[config.mk]
export PLATFORM = sky130hd
export DESIGN_NAME = hazard_ctrl
export DESIGN_NICKNAME = d
export VERILOG_FILES = /design/src/rtl/hazard_ctrl.sv
export SDC_FILE = /design/constraint.sdc
export NUM_CORES = 1
export LEC_CHECK = 0
export CAP_MARGIN = 10
export CORE_MARGIN = 2
export CORE_UTILIZATION = 45
export DETAILED_ROUTE_END_ITERATION = 10
export HOLD_SLACK_MARGIN = 0.03
export PLACE_DENSITY = 0.84
export SYNTH_ARGS = -nofsm -noshare
export SYNTH_HDL_FRONTEND = slang
export SYNTH_SLANG_ARGS = --single-unit
[constraint.sdc]
create_clock -name clk -period 2.3 [get_ports clk]
set_clock_uncertainty 0.15 [all_clocks]
set_input_delay 0.345 -clock clk [delete_from_list [all_inputs] [get_ports clk]]
set_output_delay 0.345 -clock clk [all_outputs]
set_load 0.02 [all_outputs]
[src/rtl/hazard_ctrl.sv]
// Pipeline hazard sequencer: load-use stalls, branch flushes, data-memory freezes
// and operand forwarding selects for the 5-stage core.
module hazard_ctrl #(
    parameter int REG_ADDR_WIDTH = 5,
    parameter int FLUSH_CYCLES   = 2,
    parameter int MEM_TIMEOUT    = 255,
    parameter int CNT_WIDTH      = 32
) (
    input  logic                      clk,
    input  logic                      rst_n,
    input  logic [REG_ADDR_WIDTH-1:0] id_rs1_i,
    input  logic [REG_ADDR_WIDTH-1:0] id_rs2_i,
    input  logic [REG_ADDR_WIDTH-1:0] ex_rd_i,
    input  logic                      ex_wen_i,
    input  logic                      ex_load_i,
    input  logic [REG_ADDR_WIDTH-1:0] mem_rd_i,
    input  logic                      mem_wen_i,
    input  logic                      branch_taken_i,
    input  logic                      dmem_req_i,
    input  logic                      dmem_rvalid_i,
    output logic                      stall_if_o,
    output logic                      stall_id_o,
    output logic                      flush_id_o,
    output logic                      stall_ex_o,
    output logic                      clear_ex_o,
    output logic                      fwrd_opA_type1_o,
    output logic                      fwrd_opA_type2_o,
    output logic                      fwrd_opB_type1_o,
    output logic                      fwrd_opB_type2_o,
    output logic                      err_o,
    output logic [CNT_WIDTH-1:0]      stall_cnt_o
);
    localparam logic [1:0] S_RUN      = 2'd0;
    localparam logic [1:0] S_MEM_WAIT = 2'd1;
    localparam logic [1:0] S_FLUSH    = 2'd2;
    localparam logic [1:0] S_ERROR    = 2'd3;

    localparam int WW = $clog2(MEM_TIMEOUT + 1);
    localparam int FW = $clog2(FLUSH_CYCLES + 1);
    localparam logic [WW-1:0] WAIT_MAX   = WW'(MEM_TIMEOUT);
    localparam logic [FW-1:0] FLUSH_INIT = FW'(FLUSH_CYCLES - 1);

    logic [1:0]           state_q, state_d;
    logic [WW-1:0]        wait_cnt_q, wait_cnt_d;
    logic [FW-1:0]        flush_cnt_q, flush_cnt_d;
    logic [CNT_WIDTH-1:0] stall_cnt_q;
    logic                 mem_busy, load_use, freeze, flush, lu_stall;
    logic                 a_t1, a_t2, b_t1, b_t2;

    assign mem_busy = dmem_req_i & ~dmem_rvalid_i;
    assign load_use = ex_load_i & ex_wen_i & (ex_rd_i != '0) &
                      ((ex_rd_i == id_rs1_i) | (ex_rd_i == id_rs2_i));

    always_comb begin
        state_d     = state_q;
        wait_cnt_d  = wait_cnt_q;
        flush_cnt_d = flush_cnt_q;
        freeze      = 1'b0;
        flush       = 1'b0;
        lu_stall    = 1'b0;
        case (state_q)
            S_RUN: begin
                if (mem_busy) begin
                    freeze     = 1'b1;
                    wait_cnt_d = WW'(1);
                    state_d    = S_MEM_WAIT;
                end else if (branch_taken_i) begin
                    flush = 1'b1;
                    if (FLUSH_CYCLES > 1) begin
                        state_d     = S_FLUSH;
                        flush_cnt_d = FLUSH_INIT;
                    end
                end else if (load_use) begin
                    lu_stall = 1'b1;
                end
            end
            S_MEM_WAIT: begin
                if (dmem_rvalid_i) begin
                    state_d = S_RUN;
                end else begin
                    freeze = 1'b1;
                    if (wait_cnt_q == WAIT_MAX) state_d = S_ERROR;
                    else wait_cnt_d = wait_cnt_q + WW'(1);
                end
            end
            S_FLUSH: begin
                // a memory stall pauses the flush sequence without abandoning it
                if (mem_busy) begin
                    freeze = 1'b1;
                end else begin
                    flush = 1'b1;
                    if (flush_cnt_q == FW'(1)) state_d = S_RUN;
                    else flush_cnt_d = flush_cnt_q - FW'(1);
                end
            end
            default: freeze = 1'b1;
        endcase
    end

    always_ff @(posedge clk or negedge rst_n) begin
        if (!rst_n) begin
            state_q     <= S_RUN;
            wait_cnt_q  <= '0;
            flush_cnt_q <= '0;
            stall_cnt_q <= '0;
        end else begin
            state_q     <= state_d;
            wait_cnt_q  <= wait_cnt_d;
            flush_cnt_q <= flush_cnt_d;
            if ((freeze | lu_stall) && (stall_cnt_q != '1))
                stall_cnt_q <= stall_cnt_q + CNT_WIDTH'(1);
        end
    end

    assign a_t1 = (id_rs1_i != '0) & ex_wen_i & ~ex_load_i & (ex_rd_i == id_rs1_i);
    assign a_t2 = (id_rs1_i != '0) & mem_wen_i & (mem_rd_i == id_rs1_i) & ~a_t1;
    assign b_t1 = (id_rs2_i != '0) & ex_wen_i & ~ex_load_i & (ex_rd_i == id_rs2_i);
    assign b_t2 = (id_rs2_i != '0) & mem_wen_i & (mem_rd_i == id_rs2_i) & ~b_t1;

    // outputs are gated by rst_n so the pipeline sees no control activity while in reset
    assign stall_if_o = rst_n & (freeze | lu_stall);
    assign stall_id_o = rst_n & (freeze | lu_stall);
    assign stall_ex_o = rst_n & freeze;
    assign flush_id_o = rst_n & flush;
    assign clear_ex_o = rst_n & (flush | lu_stall);

    assign fwrd_opA_type1_o = rst_n & a_t1 & ~stall_ex_o & ~clear_ex_o;
    assign fwrd_opA_type2_o = rst_n & a_t2 & ~stall_ex_o & ~clear_ex_o;
    assign fwrd_opB_type1_o = rst_n & b_t1 & ~stall_ex_o & ~clear_ex_o;
    assign fwrd_opB_type2_o = rst_n & b_t2 & ~stall_ex_o & ~clear_ex_o;

    assign err_o       = rst_n & (state_q == S_ERROR);
    assign stall_cnt_o = stall_cnt_q;
endmodule
# Word-level counts from Yosys, hierarchy flattened
# Index checks and enable logic that the tools add are counted.
dict set report word_totals {
  ff_bits 44
  out_inout_bits 42
}
dict set report op_classes {
  addsub 3
  n_eq_ne 20
  n_mux 27
  n_bitwise 42
  n_reduce_logical 12
}
# cell n
set ops {}
lappend ops {{$and 1x1->1} 33}
lappend ops {{$add 32x1->32 const B} 1}
lappend ops {{$ne 32x32->1 const B} 1}
lappend ops {{$mux 8} 3}
lappend ops {{$eq 5x5->1} 4}
lappend ops {{$mux 2} 10}
lappend ops {{$ne 2x2->1 const B} 8}
lappend ops {{$pmux 8 s2} 1}
lappend ops {{$reduce_bool 5->1} 3}
lappend ops {{$reduce_and 5->1} 2}
lappend ops {{$mux 1} 9}
lappend ops {{$add 8x1->8 const B} 1}
lappend ops {{$eq 8x8->1 const B} 1}
lappend ops {{$ne 3x3->1 const B} 2}
lappend ops {{$not 1->1} 6}
lappend ops {{$pmux 2 s3} 1}
lappend ops {{$eq 2x1->1 const B} 2}
lappend ops {{$eq 2x2->1 const B} 2}
lappend ops {{$pmux 1 s2} 2}
lappend ops {{$pmux 2 s2} 1}
lappend ops {{$reduce_and 4->1} 1}
lappend ops {{$reduce_bool 2->1} 2}
lappend ops {{$or 1x1->1} 3}
lappend ops {{$reduce_bool 3->1} 1}
lappend ops {{4 further kinds} 4}

# Depth between registers and ports, before layout
dict set report depth {
  depth_word 11
  mapped_depth 9
  depth_no_buf 8
}

# Least setup slack after synthesis
# No wires, ideal clock.
dict set report synth_timing {
  kind {register -> output}
  start {register state_q[0]}
  end {output fwrd_opA_type2_o}
  arrival_ps 2295
  required_time_ps 1805
  path_slack_ps -490
  stages_incl_launch_ff 9
  cell_sequence {dfrtp_1 -> inv_1 -> ha_1 -> or2_2 -> a211o_1 -> o31ai_4 -> buf_4 -> o2111ai_1 -> nor2_1}
}
dict set report synth_via {
  elab_chain_cells 7
  word_cells_on_any_way 14
  cone_classes {eq/ne: 2; mux: 3; bitwise: 7; reduce/logical: 2}
}
# item line_no
set synth_lines {}
lappend synth_lines {{start: declaration} 43} ;# logic [1:0] state_q, state_d;
lappend synth_lines {{start signal: assignment} 107} ;# state_q <= state_d;
lappend synth_lines {{$eq 2x2->1 or $logic_not 2->1 (tied branches)} 61} ;# case (state_q)
lappend synth_lines {{$reduce_or 2->1 (no line)} -}
lappend synth_lines {{$pmux 1 s2} 61}
lappend synth_lines {{$and 1x1->1} 123} ;# assign stall_ex_o = rst_n & freeze;
lappend synth_lines {{$not 1->1} 128} ;# assign fwrd_opA_type2_o = rst_n & a_t2 & ~stall_ex_o & ~clear_ex_o;
lappend synth_lines {{$and 1x1->1} 128}
lappend synth_lines {{$and 1x1->1 (*)} 128}
lappend synth_lines {{end: declaration} 27} ;# output logic fwrd_opA_type2_o,
# Mark *: on every way between the ends. The rest lies on a longest branch, timed or not.

# Worst setup path after layout
dict set report layout_timing {
  start {register state_q[1]}
  end {output fwrd_opB_type2_o}
}
dict set report layout_via {
  elab_chain_cells 7
  word_cells_on_any_way 14
  cone_classes {eq/ne: 2; mux: 3; bitwise: 7; reduce/logical: 2}
}
# item line_no
set layout_lines {}
lappend layout_lines {{$eq 2x2->1 or $logic_not 2->1 (tied branches)} 61}
lappend layout_lines {{$reduce_or 2->1 (no line)} -}
lappend layout_lines {{$pmux 1 s2} 61}
lappend layout_lines {{$and 1x1->1} 123}
lappend layout_lines {{$not 1->1} 130} ;# assign fwrd_opB_type2_o = rst_n & b_t2 & ~stall_ex_o & ~clear_ex_o;
lappend layout_lines {{$and 1x1->1} 130}
lappend layout_lines {{$and 1x1->1 (*)} 130}
lappend layout_lines {{end: declaration} 29} ;# output logic fwrd_opB_type2_o,
# Marked as above.

==> summary.md <==
| Metric | Value |
|---|---|
| Status | `finished, violations left` |
| Failing checks | `setup timing` |
| Final number of hold-violating endpoints | `0` |
| Insertion delay of the later-clocked pin in the worst-skew pair | `0.31 ns` |
| I/O pin total | `70` |
| Half-perimeter wire length of the detailed placement result | `5960 um` |
| Pins Over Slew Limit | `0` |
| Critical Path End Type | `output port` |
| Peak supply drop | `626 uV` |
| Layout Cell Area excl Fill | `0.00495 mm^2` |
| Sequential element share of the synthesized area | `40.0%` |
| Setup WS post-layout | `-0.588 ns` |
| Setup Crit Path Kind | `flip-flop to output port` |
| Sort of element at the start of the critical path | `flip-flop` |
| Max-capacitance violation count | `0` |
| Most frequent cells after synthesis | `sky130_fd_sc_hd__dfrtp_1 (44), sky130_fd_sc_hd__xor2_1 (40), sky130_fd_sc_hd__nand2_1 (29)` |
| Number of CTS-inserted buffers | `5` |
| Post-detailed-routing wire length | `11,300 um` |
| Number of antenna violations at the first check in global routing | `0` |
| Overall die area | `0.00676 mm^2` |
| PwrDens | `841 mW/mm^2` |
| Number of synthesized flops with an enable pin | `0` |
| GRT Overall Usage | `26.9%` |
| Final routed wire length divided by cell count | `21.9 um` |
| Req. time, crit path | `1.80 ns` |
| Cells after synthesis | `287` |
| Area of the mapped netlist | `0.00276 mm^2` |
| Slew HR | `56.8%` |
| TritonCTS clock tree | `built` |
| Via total after detailed routing | `3,160` |
| Data arrival at the endpoint of the critical path | `2.39 ns` |
| Cell area after placement | `0.00399 mm^2` |
| Number of warning messages in the yosys log | `0` |
| GRT Residual Overflow | `0` |
| RSZ-0062 raised after global routing | `yes` |
| Share of final-layout standard cells stronger than drive strength 1 | `37.3%` |
| Endpoints failing setup | `45` |
| Clock transition at path regs | `0.09 ns` |
| Area grow syn2layout | `79.8%` |
| Routability-driven placement congestion ratio | `0.895` |
| Area of the core region | `0.00592 mm^2` |
| Placed Instances | `479` |
| Initial core utilization | `46.5%` |
| Die width | `82.2 um` |
| CP max FO | `3` |
| Number of routed nets with antenna violations | `0` |
| Flip-flop cell with the highest count after synthesis | `sky130_fd_sc_hd__dfrtp_1` |
| Reg2Reg Depth | `14` |
| DP Worst Slack | `-0.926 ns` |
| Static Leak | `2.31 nW` |
| Clock sink count | `44` |
| Library cell with the highest instance count after synthesis | `sky130_fd_sc_hd__dfrtp_1` |
| Total power of the final layout | `4.16 mW` |
| Count of placed standard cells in the final layout, fillers left out | `515` |
| Fmax | `346 MHz` |
| Syn nets | `322` |
| Dominant cell type by area after synthesis | `sky130_fd_sc_hd__dfrtp_1` |
| Shortest clock period the worst path allows after layout | `2.89 ns` |
| Async set or reset register ratio after synthesis | `100%` |
| Final core utilization | `83.7%` |
| Number of distinct library cells after synthesis | `44` |
| First DRT Iteration DRCs | `219` |
| Clk buf depth | `2` |
| Top cell type's share of synthesized area | `40.0%` |
| Placement Rows | `28` |
| Global-route wire length before repair | `13,800 um` |
| Post-layout nets | `474` |
| Number of buffer cells added on primary ports | `69` |
| Buffer type at the clock tree root | `sky130_fd_sc_hd__clkbuf_8` |
| Largest net degree at the start of global routing | `40` |
| Average cell area after synthesis | `9.60 um^2` |
| Number of vias per cell after detailed routing | `6.14` |
| Number of remaining DRC errors | `0` |
| Pin slew with the least headroom to its limit | `0.647 ns` |
| Total of flip-flops plus latches after synthesis | `44` |
| Die height | `82.2 um` |
| Ranking of synthesized cells by area | `sky130_fd_sc_hd__dfrtp_1 (40%), sky130_fd_sc_hd__xor2_1 (13%), sky130_fd_sc_hd__xnor2_1 (4.8%)` |
| Post-route fraction of the period consumed by the critical path | `126%` |
| N_diodes | `0` |
| HP Class | `primary input to async pin` |
| H-tree depth | `2` |
| Number of search-and-repair iterations in the first detailed-routing pass | `4` |
| Number of global-route vias before repair | `2,836` |
## flip-flops by register name, summed over array words and instances, names as in the netlist
signal and cells:
stall_cnt_o 32, wait_cnt_q 8, flush_cnt_q 2, state_q 2
## worst max-delay path: stages, from the launching register on
cell and delay, ns:
sky130_fd_sc_hd__dfrtp_2 0.42, sky130_fd_sc_hd__inv_2 0.08, sky130_fd_sc_hd__ha_4 0.16, sky130_fd_sc_hd__or2_4 0.25, sky130_fd_sc_hd__a211o_1 0.33, sky130_fd_sc_hd__o31ai_4 0.27
sky130_fd_sc_hd__buf_4 0.18, sky130_fd_sc_hd__o2111ai_4 0.13, sky130_fd_sc_hd__nor2_4 0.14, sky130_fd_sc_hd__buf_6 0.12
## where the power goes
part           total [mW]  internal [mW]  leakage, nW  switching (mW)
logic                2.48           1.28         1.66            1.20
clock network       0.675          0.384       0.0645           0.291
registers            1.01          0.881        0.589           0.129
## cell families (layout without fill, tap and decap cells)
group                    after synthesis  count (layout)  synth area share [%]
adder cells (fa/ha/maj)                7               7                  3.18
AO/OA/AOI/OAI                         23              23                  6.68
AND/OR/NAND/NOR                      142             142                  28.9
flip-flops                            44              44                  40.0
XOR/XNOR                              55              55                  17.5
multiplexers                           3               3                  1.18
buffers and inverters                 13             166                  2.59
## path summary, 6_finish.rpt
| path | startpoint | end | slack, ns |
|---|---|---|---|
| worst max-delay path | state_q[1] | fwrd_opB_type2_o | -0.59 |
| worst min-delay path | rst_n | stall_cnt_o[2] | 0.19 |
| worst max register to register | state_q[1] | stall_cnt_o[15] | -0.47 |
| worst min register to register | stall_cnt_o[26] | stall_cnt_o[26] | 0.35 |
| max in group asynchronous | rst_n | state_q[1] | 1.29 |
| min in group clk | stall_cnt_o[26] | stall_cnt_o[26] | 0.35 |
## layer usage
metal	GRT usage (%)	routed length [um]	vias up
met5	0	0	-
met3	4.02	887	58
met2	47.3	5590	214
met4	9.83	581	0
met1	33.2	4210	1549
li1	-	-	1339
## cell type report
type,count,area (um^2)
clock buffers,7,96.3
flip-flops and latches,44,1100
repair buffers,150,1430
clock inverters,1,30.0
multi-input cells,230,2170
fillers,307,967
inverters,8,30.0
well taps,75,93.8
## repair_timing
action,in CTS,in global routing
gates cloned,1,2
pin swaps,13,60
gates resized for setup,85,69
endpoints found under the setup margin,41,48
hold buffers,1,0
buffers inserted,6,22
hold endpoints to repair,5,0
## through the flow
stage                     setup TNS, ns  hold WS (ns)
final                            -13.05         0.194
after floorplan                   -1.03        -0.101
after global routing             -16.36         0.221
after detailed placement         -21.25         0.184
after global placement           -17.88         0.178
after CTS                         -9.20         0.203
## placed cells by master, fill, tap and decap left out, types with 6 or more instances in the layout
cell type	n
sky130_fd_sc_hd__nand2_1	28
sky130_fd_sc_hd__nor2_1	15
sky130_fd_sc_hd__xnor2_1	12
sky130_fd_sc_hd__xor2_1	40
sky130_fd_sc_hd__buf_6	20
sky130_fd_sc_hd__nand4_1	11
sky130_fd_sc_hd__buf_4	63
sky130_fd_sc_hd__clkdlybuf4s50_1	53
sky130_fd_sc_hd__nor4_4	12
sky130_fd_sc_hd__dfrtp_1	43
sky130_fd_sc_hd__clkbuf_8	7
sky130_fd_sc_hd__dlymetal6s2s_1	7
sky130_fd_sc_hd__nor2_4	6
sky130_fd_sc_hd__nand3_1	13
No activity file was read; power rests on OpenSTA's default activity.
